`src/rtl/pong_arena.sv`:
```
// pong_arena: Pong playfield with walls, two button-driven paddles, ball physics, a scoring FSM
// and pixel colouring. Define PONG_SPEEDUP_EN to accelerate the ball after repeated paddle hits.
module pong_arena #(
    parameter int unsigned X_MAX          = 639,
    parameter int unsigned Y_MAX          = 479,
    parameter int unsigned T_WALL_B       = 71,
    parameter int unsigned B_WALL_T       = 472,
    parameter int unsigned X_PAD1_L       = 37,
    parameter int unsigned X_PAD1_R       = 40,
    parameter int unsigned X_PAD2_L       = 600,
    parameter int unsigned X_PAD2_R       = 603,
    parameter int unsigned PAD_HEIGHT     = 72,
    parameter int unsigned PAD_VEL        = 3,
    parameter int unsigned BALL_VEL       = 2,
    parameter int unsigned BALL_VEL_MAX   = 6,
    parameter int unsigned HITS_PER_LEVEL = 4,
    parameter int unsigned SERVE_FRAMES   = 60
) (
    input  logic        clk,
    input  logic        reset,
    input  logic [3:0]  btn,
    input  logic        start,
    input  logic        video_on,
    input  logic [9:0]  x,
    input  logic [9:0]  y,
    output logic        graph_on,
    output logic [11:0] graph_rgb,
    output logic        pts_1,
    output logic        pts_2,
    output logic [2:0]  level
);

    localparam logic [9:0] XMax      = 10'(X_MAX);
    localparam logic [9:0] YMax      = 10'(Y_MAX);
    localparam logic [9:0] TWallT    = 10'd64;
    localparam logic [9:0] TWallB    = 10'(T_WALL_B);
    localparam logic [9:0] BWallT    = 10'(B_WALL_T);
    localparam logic [9:0] XPad1L    = 10'(X_PAD1_L);
    localparam logic [9:0] XPad1R    = 10'(X_PAD1_R);
    localparam logic [9:0] XPad2L    = 10'(X_PAD2_L);
    localparam logic [9:0] XPad2R    = 10'(X_PAD2_R);
    localparam logic [9:0] PadH      = 10'(PAD_HEIGHT);
    localparam logic [9:0] PadVel    = 10'(PAD_VEL);
    localparam logic [9:0] BallVel   = 10'(BALL_VEL);
    localparam logic [9:0] BallX0    = 10'(X_MAX / 2);
    localparam logic [9:0] BallY0    = 10'(Y_MAX / 2);
    localparam logic [9:0] PadTop0   = 10'((Y_MAX + 1) / 2 - PAD_HEIGHT / 2);
    localparam logic [9:0] PadTopMin = 10'(T_WALL_B + 1);
    localparam logic [9:0] PadTopMax = 10'(B_WALL_T - PAD_HEIGHT);
    localparam int unsigned ScW      = $clog2(SERVE_FRAMES + 1);

    localparam logic [11:0] ColWall = 12'h00F;
    localparam logic [11:0] ColPad1 = 12'h00F;
    localparam logic [11:0] ColPad2 = 12'h0F0;
    localparam logic [11:0] ColBall = 12'hF00;
    localparam logic [11:0] ColBg   = 12'h0FF;

    // Level is 3 bits wide, so at most seven speed steps above the serve speed are representable.
    if (BALL_VEL > BALL_VEL_MAX || BALL_VEL_MAX - BALL_VEL > 7 || HITS_PER_LEVEL == 0 ||
        SERVE_FRAMES == 0) begin : g_cfg_err
        $error("pong_arena: invalid speed/serve configuration");
    end

    typedef enum logic [1:0] {StIdle, StServe, StPlay, StScore} state_e;

    state_e           state_q, state_d;
    logic [ScW-1:0]   serve_cnt_q, serve_cnt_d;
    logic [9:0]       ball_x_q, ball_x_d, ball_y_q, ball_y_d;
    logic             x_dir_q, x_dir_d;  // 1 = right
    logic             y_dir_q, y_dir_d;  // 1 = down
    logic [9:0]       pad1_q, pad1_d, pad2_q, pad2_d;
    logic             pts_1_q, pts_1_d, pts_2_q, pts_2_d;
    logic             match_q;

    logic             match, frame_tick, play_tick;
    logic [9:0]       speed;
    logic [9:0]       ball_r, ball_b, pad1_b, pad2_b;
    logic             hit1, hit2, miss1, miss2;

    // Edge-detect the scan position so a stalled scan still yields a single tick.
    assign match      = (y == 10'd481) && (x == 10'd0);
    assign frame_tick = match && !match_q;
    assign play_tick  = frame_tick && (state_q == StPlay);

    assign ball_r = ball_x_q + 10'd7;
    assign ball_b = ball_y_q + 10'd7;
    assign pad1_b = pad1_q + PadH - 10'd1;
    assign pad2_b = pad2_q + PadH - 10'd1;

    assign hit1  = !x_dir_q && (ball_x_q >= XPad1L) && (ball_x_q <= XPad1R) &&
                   (ball_b >= pad1_q) && (ball_y_q <= pad1_b);
    assign hit2  = x_dir_q && (ball_r >= XPad2L) && (ball_r <= XPad2R) &&
                   (ball_b >= pad2_q) && (ball_y_q <= pad2_b);
    assign miss1 = !x_dir_q && (ball_x_q <= speed);
    assign miss2 = x_dir_q && (ball_r >= XMax - speed);

    function automatic logic [9:0] pad_next(input logic [9:0] top, input logic up,
                                            input logic dn);
        logic [9:0] res;
        res = top;
        if (dn) begin
            res = (top > PadTopMax - PadVel) ? PadTopMax : top + PadVel;
        end else if (up) begin
            res = (top < PadTopMin + PadVel) ? PadTopMin : top - PadVel;
        end
        return res;
    endfunction

`ifdef PONG_SPEEDUP_EN
    localparam logic [9:0]  BallVelMax = 10'(BALL_VEL_MAX);
    localparam int unsigned HcW        = $clog2(HITS_PER_LEVEL + 1);

    logic [9:0]     speed_q, speed_d;
    logic [2:0]     level_q, level_d;
    logic [HcW-1:0] hit_cnt_q, hit_cnt_d;
    logic           hit_any;

    assign hit_any = play_tick && (hit1 || hit2);
    assign speed   = speed_q;
    assign level   = level_q;

    // Anything outside PLAY restores serve values, so SERVE is always entered at base speed.
    always_comb begin
        speed_d   = speed_q;
        level_d   = level_q;
        hit_cnt_d = hit_cnt_q;
        if (state_q != StPlay) begin
            speed_d   = BallVel;
            level_d   = 3'd0;
            hit_cnt_d = '0;
        end else if (hit_any) begin
            if (hit_cnt_q == HcW'(HITS_PER_LEVEL - 1)) begin
                hit_cnt_d = '0;
                if (speed_q < BallVelMax) begin
                    speed_d = speed_q + 10'd1;
                    level_d = level_q + 3'd1;
                end
            end else begin
                hit_cnt_d = hit_cnt_q + HcW'(1);
            end
        end
    end

    always_ff @(posedge clk) begin
        if (reset) begin
            speed_q   <= BallVel;
            level_q   <= 3'd0;
            hit_cnt_q <= '0;
        end else begin
            speed_q   <= speed_d;
            level_q   <= level_d;
            hit_cnt_q <= hit_cnt_d;
        end
    end
`else
    assign speed = BallVel;
    assign level = 3'd0;
`endif

    always_comb begin
        state_d     = state_q;
        serve_cnt_d = serve_cnt_q;
        ball_x_d    = ball_x_q;
        ball_y_d    = ball_y_q;
        x_dir_d     = x_dir_q;
        y_dir_d     = y_dir_q;
        pts_1_d     = 1'b0;
        pts_2_d     = 1'b0;
        pad1_d      = pad1_q;
        pad2_d      = pad2_q;
        if (frame_tick) begin
            pad1_d = pad_next(pad1_q, btn[0], btn[1]);
            pad2_d = pad_next(pad2_q, btn[2], btn[3]);
        end
        unique case (state_q)
            StIdle: begin
                ball_x_d    = BallX0;
                ball_y_d    = BallY0;
                x_dir_d     = 1'b0;
                y_dir_d     = 1'b1;
                serve_cnt_d = '0;
                if (start) state_d = StServe;
            end
            StServe: begin
                ball_x_d = BallX0;
                ball_y_d = BallY0;
                y_dir_d  = 1'b1;
                if (frame_tick) begin
                    if (serve_cnt_q == ScW'(SERVE_FRAMES - 1)) begin
                        state_d     = StPlay;
                        serve_cnt_d = '0;
                    end else begin
                        serve_cnt_d = serve_cnt_q + ScW'(1);
                    end
                end
            end
            StPlay: begin
                if (frame_tick) begin
                    if (miss1) begin
                        state_d = StScore;
                        pts_2_d = 1'b1;
                        x_dir_d = 1'b0;
                    end else if (miss2) begin
                        state_d = StScore;
                        pts_1_d = 1'b1;
                        x_dir_d = 1'b1;
                    end else begin
                        if (hit1) begin
                            x_dir_d = 1'b1;
                        end else if (hit2) begin
                            x_dir_d = 1'b0;
                        end
                        if (ball_y_q <= TWallB) begin
                            y_dir_d = 1'b1;
                        end else if (ball_b >= BWallT) begin
                            y_dir_d = 1'b0;
                        end
                        ball_x_d = x_dir_d ? ball_x_q + speed : ball_x_q - speed;
                        ball_y_d = y_dir_d ? ball_y_q + speed : ball_y_q - speed;
                    end
                end
            end
            StScore: begin
                ball_x_d = BallX0;
                ball_y_d = BallY0;
                y_dir_d  = 1'b1;
                state_d  = StServe;
            end
            default: state_d = StIdle;
        endcase
    end

    always_ff @(posedge clk) begin
        if (reset) begin
            state_q     <= StIdle;
            serve_cnt_q <= '0;
            ball_x_q    <= BallX0;
            ball_y_q    <= BallY0;
            x_dir_q     <= 1'b0;
            y_dir_q     <= 1'b1;
            pad1_q      <= PadTop0;
            pad2_q      <= PadTop0;
            pts_1_q     <= 1'b0;
            pts_2_q     <= 1'b0;
            match_q     <= 1'b0;
        end else begin
            state_q     <= state_d;
            serve_cnt_q <= serve_cnt_d;
            ball_x_q    <= ball_x_d;
            ball_y_q    <= ball_y_d;
            x_dir_q     <= x_dir_d;
            y_dir_q     <= y_dir_d;
            pad1_q      <= pad1_d;
            pad2_q      <= pad2_d;
            pts_1_q     <= pts_1_d;
            pts_2_q     <= pts_2_d;
            match_q     <= match;
        end
    end

    assign pts_1 = pts_1_q;
    assign pts_2 = pts_2_q;

    function automatic logic [7:0] ball_rom(input logic [2:0] row);
        logic [7:0] bits;
        unique case (row)
            3'd0, 3'd7: bits = 8'h3C;
            3'd1, 3'd6: bits = 8'h7E;
            default:    bits = 8'hFF;
        endcase
        return bits;
    endfunction

    logic       wall_on, pad1_on, pad2_on, ball_box, ball_on;
    logic [2:0] ball_col, ball_row;
    logic [7:0] ball_bits;
    logic [11:0] rgb;

    // Offsets inside the 8x8 box only need the low three bits of the difference.
    assign ball_col  = x[2:0] - ball_x_q[2:0];
    assign ball_row  = y[2:0] - ball_y_q[2:0];
    assign ball_bits = ball_rom(ball_row);

    assign wall_on  = ((y >= TWallT) && (y <= TWallB)) || ((y >= BWallT) && (y <= YMax));
    assign pad1_on  = (x >= XPad1L) && (x <= XPad1R) && (y >= pad1_q) && (y <= pad1_b);
    assign pad2_on  = (x >= XPad2L) && (x <= XPad2R) && (y >= pad2_q) && (y <= pad2_b);
    assign ball_box = (x >= ball_x_q) && (x <= ball_r) && (y >= ball_y_q) && (y <= ball_b);
    assign ball_on  = ball_box && ball_bits[ball_col];

    always_comb begin
        rgb = ColBg;
        if (wall_on) begin
            rgb = ColWall;
        end else if (pad1_on) begin
            rgb = ColPad1;
        end else if (pad2_on) begin
            rgb = ColPad2;
        end else if (ball_on) begin
            rgb = ColBall;
        end
    end

    assign graph_on  = wall_on || pad1_on || pad2_on || ball_on;
    assign graph_rgb = video_on ? rgb : 12'h000;

endmodule

```
`config.mk`:
```
export PLATFORM = sky130hd
export DESIGN_NAME = pong_arena
export DESIGN_NICKNAME = d
export VERILOG_FILES = /design/src/rtl/pong_arena.sv
export SDC_FILE = /design/constraint.sdc
export NUM_CORES = 1
export LEC_CHECK = 0
export CAP_MARGIN = 5
export CELL_PAD_IN_SITES_DETAIL_PLACEMENT = 0
export CELL_PAD_IN_SITES_GLOBAL_PLACEMENT = 2
export CORE_MARGIN = 2
export CORE_UTILIZATION = 37
export CTS_BUF_LIST = sky130_fd_sc_hd__clkbuf_16
export DETAILED_ROUTE_END_ITERATION = 10
export MAX_ROUTING_LAYER = met4
export PLACE_DENSITY = 0.79
export SYNTH_ARGS = -nofsm -noshare
export SYNTH_HDL_FRONTEND = slang
export SYNTH_SLANG_ARGS = --single-unit
```
`constraint.sdc`:
```
create_clock -name clk -period 5.6 [get_ports clk]
set_input_delay 1.12 -clock clk [delete_from_list [all_inputs] [get_ports clk]]
set_output_delay 1.12 -clock clk [all_outputs]
set_load 0.02 [all_outputs]
```
==> impl_metrics.xml, run 1 <==
<?xml version="1.0" encoding="UTF-8"?>
<metrics>
  <group name="setup_path">
    <metric name="cell_class_contributing_the_biggest_share_of_worst_path_delay" unit="">buffers and inverters</metric>
    <metric name="crit_path_end_kind" unit="">output pin</metric>
    <metric name="critical_path.slowest_cell" unit="">sky130_fd_sc_hd__clkdlybuf4s50_1</metric>
    <metric name="critical_path_class" unit="">in2out</metric>
    <metric name="crit-reg2reg-launch" unit="">ball_x_q[0]</metric>
    <metric name="critical_path.startpoint_type" unit="">input pin</metric>
    <metric name="worst-path-buf-inv" unit="">5</metric>
    <metric name="ff2ff_setup_slack" unit="ns">1.19</metric>
    <metric name="critical_path.reg2reg.endpoint" unit="">ball_y_q[9]</metric>
    <metric name="required" unit="ns">4.48</metric>
    <metric name="worstSetupPathDepth" unit="">13</metric>
    <metric name="timing.reg2reg.worst_path_depth" unit="">19</metric>
    <metric name="timing.critical_path.cells" unit="">clkdlybuf4s50_1, inv_1, buf_4, ha_1, a21boi_0, o21a_1, o21ai_0, a2111oi_0, a2111oi_0, a211oi_1, buf_4, o211a_1, clkdlybuf4s50_1</metric>
    <metric name="critical_path_fanout_max" unit="">4</metric>
    <metric name="worst_ep_arrival_time" unit="ns">4.26</metric>
    <metric name="stage_delay_of_the_slowest_cell_on_the_critical_path" unit="ns">0.62</metric>
  </group>
  <group name="place">
    <metric name="place.detailed.hpwl" unit="mm">18.9</metric>
    <metric name="routabilityCongestion" unit="">0.896</metric>
    <metric name="pre_cts_slack" unit="ns">0.0333</metric>
    <metric name="numPortBuffers" unit="">42</metric>
  </group>
  <group name="final_layout">
    <metric name="antennaDiodeCount" unit="">0</metric>
    <metric name="drive_above_1_share" unit="%">6.04</metric>
    <metric name="syn_to_final_growth" unit="%">15.0</metric>
    <metric name="final_util" unit="%">43.5</metric>
    <metric name="final_nets" unit="">1156</metric>
  </group>
  <group name="grt">
    <metric name="antenna_found_initial" unit="">0</metric>
    <metric name="grt_pass1_wl" unit="mm">37.6</metric>
    <metric name="globalRoute.totalOverflow" unit="">0</metric>
    <metric name="number_of_global_route_vias_before_repair" unit="">6660</metric>
    <metric name="global_route.usage.total" unit="%">24.5</metric>
    <metric name="grt_start_max_net_pins" unit="">25</metric>
  </group>
  <group name="floorplan">
    <metric name="start_util" unit="%">37.9</metric>
    <metric name="fp.dieH" unit="um">143</metric>
    <metric name="core_area" unit="um2">18800</metric>
    <metric name="io_pins" unit="">46</metric>
    <metric name="dieArea" unit="um2">20400</metric>
    <metric name="rows" unit="">50</metric>
    <metric name="die-width" unit="um">143</metric>
  </group>
  <group name="timing">
    <metric name="final_max_slew_viol_count" unit="">0</metric>
    <metric name="max-slew-margin-rel" unit="%">28.3</metric>
    <metric name="fin_skew" unit="ns">0.0124</metric>
    <metric name="unrepaired_setup_endpoints_after_global_routing" unit="">false</metric>
    <metric name="hold_viol_final" unit="">0</metric>
    <metric name="total_neg_setup_slack" unit="ns">0</metric>
    <metric name="worst_pin_slew" unit="ns">1.07</metric>
    <metric name="period_share" unit="%">96.1</metric>
    <metric name="maxClockFrequency" unit="MHz">186</metric>
    <metric name="setup_violations" unit="">0</metric>
    <metric name="worst_slack" unit="ns">0.218</metric>
    <metric name="period_minus_slack" unit="ns">5.38</metric>
  </group>
  <group name="power_and_ir_drop">
    <metric name="p_sw" unit="mW">0.379</metric>
    <metric name="power.share.clock" unit="%">33.4</metric>
    <metric name="power.ir.vdd_worst" unit="mV">0.130</metric>
    <metric name="power.share.sequential" unit="%">34.9</metric>
    <metric name="total_power" unit="mW">1.12</metric>
    <metric name="power.share.combinational" unit="%">31.7</metric>
    <metric name="power_report.internal_total" unit="mW">0.740</metric>
    <metric name="leakage_power_summed_over_all_cells" unit="nW">3.67</metric>
    <metric name="power.share.switching" unit="%">33.9</metric>
    <metric name="power_per_cell_area" unit="nW/um2">137</metric>
  </group>
  <group name="logic_synthesis">
    <metric name="synth-xor-area-share" unit="%">6.63</metric>
    <metric name="avgSynthCellArea" unit="um2">7.74</metric>
    <metric name="synth.cell_area" unit="um2">7130</metric>
    <metric name="ys_types" unit="">73</metric>
    <metric name="synth-edff-count" unit="">0</metric>
    <metric name="adder_cell_share_of_the_synthesized_area" unit="%">27.0</metric>
    <metric name="dominantRegCellSynth" unit="">sky130_fd_sc_hd__dfxtp_1</metric>
    <metric name="synth.ff_latch_count" unit="">52</metric>
    <metric name="synth_compound_gate_area_share" unit="%">22.8</metric>
    <metric name="yosys.area_share.simple" unit="%">21.3</metric>
    <metric name="synth-warning-count" unit="">0</metric>
    <metric name="synth_top_family_by_area" unit="">adder cells</metric>
    <metric name="synth-async-reset-ratio" unit="%">0</metric>
    <metric name="synth_cells" unit="">921</metric>
    <metric name="synth_seq_area_share" unit="%">14.6</metric>
    <metric name="yosys-mux-area-fraction" unit="%">1.28</metric>
  </group>
  <group name="worst_hold_path">
    <metric name="hp-start" unit="">serve_cnt_q[5]</metric>
    <metric name="worstHoldPathCells" unit="">2</metric>
    <metric name="hold_class" unit="">reg2reg</metric>
    <metric name="hold_path_end" unit="">serve_cnt_q[5]</metric>
  </group>
  <group name="clock_network">
    <metric name="cts_hold_buffers" unit="">0</metric>
    <metric name="cts_h_tree_depth" unit="">2</metric>
    <metric name="worst_setup_hold_path_clk_slew" unit="ns">0.07</metric>
    <metric name="numCtsBuffers" unit="">5</metric>
    <metric name="clk_root_buf" unit="">sky130_fd_sc_hd__clkbuf_16</metric>
    <metric name="tritoncts" unit="">done</metric>
    <metric name="cts.sink_count" unit="">52</metric>
    <metric name="cts_max_path_buffers" unit="">2</metric>
    <metric name="worstSkewPairLatency" unit="ns">0.31</metric>
  </group>
  <group name="run_status">
    <metric name="status" unit="">finished, final reports clean</metric>
  </group>
  <group name="detailed_routing">
    <metric name="routedWlPerCell" unit="um">19.1</metric>
    <metric name="drt_wl_total" unit="mm">23.7</metric>
    <metric name="avgViaCountPerCell" unit="">5.54</metric>
    <metric name="vias" unit="">6855</metric>
    <metric name="drt-pass1-iter-count" unit="">5</metric>
    <metric name="postRouteAntennaNets" unit="">0</metric>
    <metric name="drt_drc_violations_left" unit="">0</metric>
    <metric name="drt_first_iter_violations" unit="">271</metric>
  </group>
  <group name="job">
    <metric name="number_of_violations_of_the_max_capacitance_limit" unit="">0</metric>
  </group>
</metrics>
## flip-flops by register name (all words and copies together), names as in the netlist
register     cells
y_dir_q          1
x_dir_q          1
pad2_q          10
ball_y_q         9
match_q          1
pts_2            1
ball_x_q        10
serve_cnt_q      6
pad1_q          10
state_q          2
pts_1            1
## area by class of cell
type	count	area, um2
Clock buffer	5	125
Clock inverter	3	42.5
Fill cell	1962	10600
Inverter	73	274
Multi-Input combinational cell	764	5660
Sequential cell	52	1040
Tap cell	260	325
Timing Repair Buffer	80	728
## worst max path at each step
stage	startpoint	endpoint	slack, ns
finish	y[0]	graph_rgb[6]	0.22
global route	y[0]	graph_rgb[6]	0.03
CTS	y[0]	graph_rgb[1]	0.002
detailed placement	y[0]	graph_rgb[1]	0.03
global placement	y[0]	graph_rgb[0]	0.1
floorplan	ball_x_q[2]	graph_rgb[10]	0.58
## logic make-up (layout without fill, tap and decap cells)
kind of cell               count (synthesis)  after routing
AOI/OAI and AO/OA                        248            248
xor gates and xnor gates                  54             54
adders and majority gates                152            152
buffers and inverters                    107            161
DFF                                       52             52
muxes                                      9              9
other                                      1              3
and+or+nand+nor                          298            298
## tightest hold or removal path: stages, from the launching register on
cell                      delay, ns
sky130_fd_sc_hd__dfxtp_1       0.32
sky130_fd_sc_hd__o21ai_0       0.07
sky130_fd_sc_hd__a21oi_1       0.06
## power groups by stage
stage | combinational, mW | clock (mW) | sequential, mW
finish | 0.355 | 0.374 | 0.391
global route | 0.399 | 0.398 | 0.393
CTS | 0.358 | 0.385 | 0.391
detailed placement | 0.355 | 0 | 0.400
global placement | 0.354 | 0 | 0.399
floorplan | 0.236 | 0 | 0.398
## through the flow
| stage | hold slack, ns | instances | area (um2) |
|---|---|---|---|
| finish | 0.494 | 1237 | 8200 |
| global route | 0.549 | 1237 | 8200 |
| CTS | 0.503 | 1236 | 8150 |
| detailed placement | 0.490 | 1228 | 7990 |
| global placement | 0.481 | 1228 | 7990 |
| floorplan | 0.455 | 923 | 7140 |
## Yosys cell counts (7+ instances only)
master | number | area (um2)
sky130_fd_sc_hd__mux2i_1 | 8 | 80.1
sky130_fd_sc_hd__a31oi_1 | 7 | 43.8
sky130_fd_sc_hd__nand2_1 | 58 | 218
sky130_fd_sc_hd__inv_1 | 70 | 263
sky130_fd_sc_hd__buf_4 | 12 | 90.1
sky130_fd_sc_hd__a21o_1 | 18 | 135
sky130_fd_sc_hd__nand2b_1 | 14 | 87.6
sky130_fd_sc_hd__nor2_1 | 62 | 233
sky130_fd_sc_hd__o21ai_0 | 52 | 260
sky130_fd_sc_hd__xnor2_1 | 42 | 368
sky130_fd_sc_hd__dfxtp_1 | 52 | 1040
sky130_fd_sc_hd__a211oi_1 | 15 | 113
sky130_fd_sc_hd__nand3_1 | 38 | 190
sky130_fd_sc_hd__o21a_1 | 13 | 97.6
sky130_fd_sc_hd__nor4_1 | 8 | 50.1
sky130_fd_sc_hd__ha_1 | 149 | 1860
sky130_fd_sc_hd__clkbuf_1 | 17 | 63.8
sky130_fd_sc_hd__nor3_1 | 35 | 175
sky130_fd_sc_hd__xor2_1 | 12 | 105
sky130_fd_sc_hd__nor2b_1 | 17 | 106
sky130_fd_sc_hd__o211ai_1 | 19 | 143
sky130_fd_sc_hd__and3_1 | 8 | 50.1
sky130_fd_sc_hd__or4_1 | 8 | 60.1
sky130_fd_sc_hd__nand4_1 | 21 | 131
sky130_fd_sc_hd__a21oi_1 | 63 | 315
## layer usage
metal	routed length (um)	GRT usage (%)	vias to the layer above	share of wire, %
met3	836	2.58	15	3.5
met1	11400	32.4	3206	48
met4	204	3.54	0	0.86
met5	0	-	-	0
li1	-	-	3494	-
met2	11200	41.2	140	47
## placed cells by master (no fill, tap or decap), types with 4 or more instances in the layout
master	n
sky130_fd_sc_hd__a21o_1	18
sky130_fd_sc_hd__clkbuf_16	5
sky130_fd_sc_hd__o21ai_0	52
sky130_fd_sc_hd__a31oi_1	7
sky130_fd_sc_hd__nand2_1	58
sky130_fd_sc_hd__dfxtp_1	52
sky130_fd_sc_hd__nand2b_1	14
sky130_fd_sc_hd__nor4_1	8
sky130_fd_sc_hd__ha_1	149
sky130_fd_sc_hd__o22ai_1	6
sky130_fd_sc_hd__nor3_1	34
sky130_fd_sc_hd__o21a_1	13
sky130_fd_sc_hd__o211ai_1	19
sky130_fd_sc_hd__o31ai_1	6
sky130_fd_sc_hd__nand4_1	21
sky130_fd_sc_hd__xnor2_1	42
sky130_fd_sc_hd__a2111oi_0	4
sky130_fd_sc_hd__a221o_1	4
sky130_fd_sc_hd__nand3_1	38
sky130_fd_sc_hd__mux2i_1	8
sky130_fd_sc_hd__or2_2	4
sky130_fd_sc_hd__nor2b_1	17
sky130_fd_sc_hd__nor2_1	62
sky130_fd_sc_hd__o32ai_1	4
sky130_fd_sc_hd__o2111ai_1	4
sky130_fd_sc_hd__nand3b_1	4
sky130_fd_sc_hd__a21oi_1	63
sky130_fd_sc_hd__xor2_1	11
sky130_fd_sc_hd__or3_1	4
sky130_fd_sc_hd__buf_4	38
sky130_fd_sc_hd__a211oi_1	15
sky130_fd_sc_hd__clkdlybuf4s50_1	33
sky130_fd_sc_hd__or4_1	8
sky130_fd_sc_hd__dlymetal6s2s_1	9
sky130_fd_sc_hd__inv_1	71
sky130_fd_sc_hd__and3_1	8
## what timing repair did
item	CTS	global route
gates resized for setup	0	12
buffers inserted	0	1
endpoints found under the setup margin	0	13
Note: power is estimated with default switching activity, not from simulation.
==> inputs of run 2 (changes only) <==
--- a/config.mk
+++ b/config.mk
@@ -9,11 +9,11 @@
 export CELL_PAD_IN_SITES_DETAIL_PLACEMENT = 0
 export CELL_PAD_IN_SITES_GLOBAL_PLACEMENT = 2
 export CORE_MARGIN = 2
-export CORE_UTILIZATION = 37
+export CORE_UTILIZATION = 30
 export CTS_BUF_LIST = sky130_fd_sc_hd__clkbuf_16
 export DETAILED_ROUTE_END_ITERATION = 10
 export MAX_ROUTING_LAYER = met4
-export PLACE_DENSITY = 0.79
+export PLACE_DENSITY = 0.66
 export SYNTH_ARGS = -nofsm -noshare
 export SYNTH_HDL_FRONTEND = slang
 export SYNTH_SLANG_ARGS = --single-unit
==> impl_metrics.xml, run 2 (synthesis results as in run 1) <==
<?xml version="1.0" encoding="UTF-8"?>
<metrics>
  <group name="grt">
    <metric name="grt_pass1_wl" unit="mm">39.8</metric>
    <metric name="antenna_found_initial" unit="">0</metric>
    <metric name="globalRoute.totalOverflow" unit="">0</metric>
    <metric name="number_of_global_route_vias_before_repair" unit="">6925</metric>
    <metric name="grt_start_max_net_pins" unit="">25</metric>
    <metric name="global_route.usage.total" unit="%">21.5</metric>
  </group>
  <group name="power_and_ir_drop">
    <metric name="power_report.internal_total" unit="mW">0.746</metric>
    <metric name="leakage_power_summed_over_all_cells" unit="nW">3.67</metric>
    <metric name="p_sw" unit="mW">0.395</metric>
    <metric name="power.share.sequential" unit="%">34.4</metric>
    <metric name="total_power" unit="mW">1.14</metric>
    <metric name="power.share.switching" unit="%">34.6</metric>
    <metric name="power.ir.vdd_worst" unit="mV">0.123</metric>
    <metric name="power.share.combinational" unit="%">31.9</metric>
    <metric name="power.share.clock" unit="%">33.7</metric>
    <metric name="power_per_cell_area" unit="nW/um2">137</metric>
  </group>
  <group name="floorplan">
    <metric name="fp.dieH" unit="um">158</metric>
    <metric name="core_area" unit="um2">23400</metric>
    <metric name="io_pins" unit="">46</metric>
    <metric name="dieArea" unit="um2">25000</metric>
    <metric name="rows" unit="">56</metric>
    <metric name="start_util" unit="%">30.5</metric>
    <metric name="die-width" unit="um">158</metric>
  </group>
  <group name="clock_network">
    <metric name="worst_setup_hold_path_clk_slew" unit="ns">0.08</metric>
    <metric name="worstSkewPairLatency" unit="ns">0.31</metric>
    <metric name="clk_root_buf" unit="">sky130_fd_sc_hd__clkbuf_16</metric>
    <metric name="cts_h_tree_depth" unit="">2</metric>
    <metric name="cts_setup_buffers" unit="">0</metric>
    <metric name="numCtsBuffers" unit="">5</metric>
    <metric name="cts.sink_count" unit="">52</metric>
    <metric name="tritoncts" unit="">done</metric>
    <metric name="cts_max_path_buffers" unit="">2</metric>
  </group>
  <group name="timing">
    <metric name="fin_hold_ws" unit="ns">0.492</metric>
    <metric name="fin_skew" unit="ns">0.00674</metric>
    <metric name="total_neg_setup_slack" unit="ns">0</metric>
    <metric name="setup_violations" unit="">0</metric>
    <metric name="maxClockFrequency" unit="MHz">187</metric>
    <metric name="worst_pin_slew" unit="ns">0.729</metric>
    <metric name="unrepaired_setup_endpoints_after_global_routing" unit="">false</metric>
    <metric name="max-slew-margin-rel" unit="%">51.0</metric>
    <metric name="period_share" unit="%">95.7</metric>
    <metric name="hold_viol_final" unit="">0</metric>
    <metric name="final_max_slew_viol_count" unit="">0</metric>
    <metric name="period_minus_slack" unit="ns">5.36</metric>
  </group>
  <group name="setup_path">
    <metric name="ff2ff_setup_slack" unit="ns">0.97</metric>
    <metric name="crit_path_end_kind" unit="">output pin</metric>
    <metric name="critical_path_class" unit="">in2out</metric>
    <metric name="crit-reg2reg-launch" unit="">ball_x_q[0]</metric>
    <metric name="endpoint" unit="">graph_rgb[7]</metric>
    <metric name="critical_path_fanout_max" unit="">5</metric>
    <metric name="required" unit="ns">4.48</metric>
    <metric name="worst_ep_arrival_time" unit="ns">4.24</metric>
    <metric name="critical_path.startpoint_type" unit="">input pin</metric>
    <metric name="critical_path.reg2reg.endpoint" unit="">ball_y_q[9]</metric>
    <metric name="timing.reg2reg.worst_path_depth" unit="">18</metric>
    <metric name="critical_path.startpoint" unit="">y[0]</metric>
  </group>
  <group name="detailed_routing">
    <metric name="vias" unit="">6920</metric>
    <metric name="postRouteAntennaNets" unit="">0</metric>
    <metric name="avgViaCountPerCell" unit="">5.32</metric>
    <metric name="drt-pass1-iter-count" unit="">4</metric>
    <metric name="routedWlPerCell" unit="um">19.5</metric>
    <metric name="drt_drc_violations_left" unit="">0</metric>
    <metric name="drt_wl_total" unit="mm">25.4</metric>
    <metric name="drt_first_iter_violations" unit="">294</metric>
  </group>
  <group name="final_layout">
    <metric name="syn_to_final_growth" unit="%">16.4</metric>
    <metric name="multiInputGateArea" unit="um2">5660</metric>
    <metric name="reg.largest.list" unit="">ball_x_q x10, pad1_q x10, pad2_q x10</metric>
    <metric name="final_util" unit="%">35.5</metric>
    <metric name="mostFrequentLayoutCell" unit="">sky130_fd_sc_hd__ha_1</metric>
    <metric name="register_area" unit="um2">1040</metric>
    <metric name="most-common-layout-cells" unit="">sky130_fd_sc_hd__ha_1 (149), sky130_fd_sc_hd__inv_1 (71), sky130_fd_sc_hd__a21oi_1 (63)</metric>
    <metric name="antennaDiodeCount" unit="">0</metric>
    <metric name="final.fill_count" unit="">2547</metric>
    <metric name="final_nets" unit="">1160</metric>
    <metric name="drive_above_1_share" unit="%">6.42</metric>
  </group>
  <group name="place">
    <metric name="routabilityCongestion" unit="">0.855</metric>
    <metric name="place.detailed.hpwl" unit="mm">20.4</metric>
    <metric name="numPortBuffers" unit="">42</metric>
  </group>
  <group name="worst_hold_path">
    <metric name="worstHoldPathCells" unit="">2</metric>
    <metric name="hold_class" unit="">reg2reg</metric>
  </group>
  <group name="run_status">
    <metric name="status" unit="">finished, final reports clean</metric>
  </group>
  <group name="job">
    <metric name="number_of_violations_of_the_max_capacitance_limit" unit="">0</metric>
  </group>
</metrics>
## run 2: worst min-delay path by stage
stage | end | from
floorplan | y_dir_q | y_dir_q
global placement | y_dir_q | y_dir_q
detailed placement | y_dir_q | y_dir_q
CTS | y_dir_q | y_dir_q
global route | y_dir_q | y_dir_q
finish | y_dir_q | y_dir_q
## run 2: routing by layer
metal | vias to the layer above | global-route usage (%) | share of wire, %
li1 | 3512 | - | -
met4 | 0 | 4.85 | 1.8
met3 | 33 | 2.76 | 3.2
met5 | - | - | 0
met2 | 120 | 36.4 | 48
met1 | 3255 | 27.3 | 47
## run 2: what timing repair did
item / CTS / global route
gates resized for setup: 1 / 12
endpoints found under the setup margin: 4 / 13
pin swaps: 0 / 2
hold buffers: 0 / 0
## run 2: layout make-up
type                       instances  share of cell area, %
sequential                        52                   12.5
clock inverter                     3                  0.512
clock buffer                       5                   1.51
multi-input combinational        764                   68.2
inverter                          73                   3.30
timing repair buffer              84                   9.10
tap                              319                   4.81
## run 2: worst max-delay path, stage by stage
cell,delay (ns)
sky130_fd_sc_hd__clkdlybuf4s50_1,0.50
sky130_fd_sc_hd__inv_1,0.07
sky130_fd_sc_hd__buf_4,0.16
sky130_fd_sc_hd__ha_1,0.29
sky130_fd_sc_hd__a21boi_0,0.08
sky130_fd_sc_hd__o21a_1,0.17
sky130_fd_sc_hd__o21a_1,0.17
sky130_fd_sc_hd__o2111ai_1,0.17
sky130_fd_sc_hd__a21oi_1,0.08
sky130_fd_sc_hd__nor3_1,0.32
sky130_fd_sc_hd__o32a_1,0.27
sky130_fd_sc_hd__o211a_1,0.21
sky130_fd_sc_hd__clkdlybuf4s50_1,0.62
## run 2: power groups by stage
stage	clock network, mW	logic, mW	registers (mW)
global route	0.412	0.411	0.394
CTS	0.400	0.366	0.392
floorplan	0	0.236	0.398
global placement	0	0.365	0.400
finish	0.385	0.364	0.392
detailed placement	0	0.363	0.400
## run 2: through the flow
step                area [um2]  cells  setup WS [ns]
floorplan                 7140    923          0.585
global placement          8100   1292         0.0976
detailed placement        8100   1292         0.0457
global route              8300   1300         0.0113
CTS                       8270   1300         0.0119
finish                    8300   1300          0.239
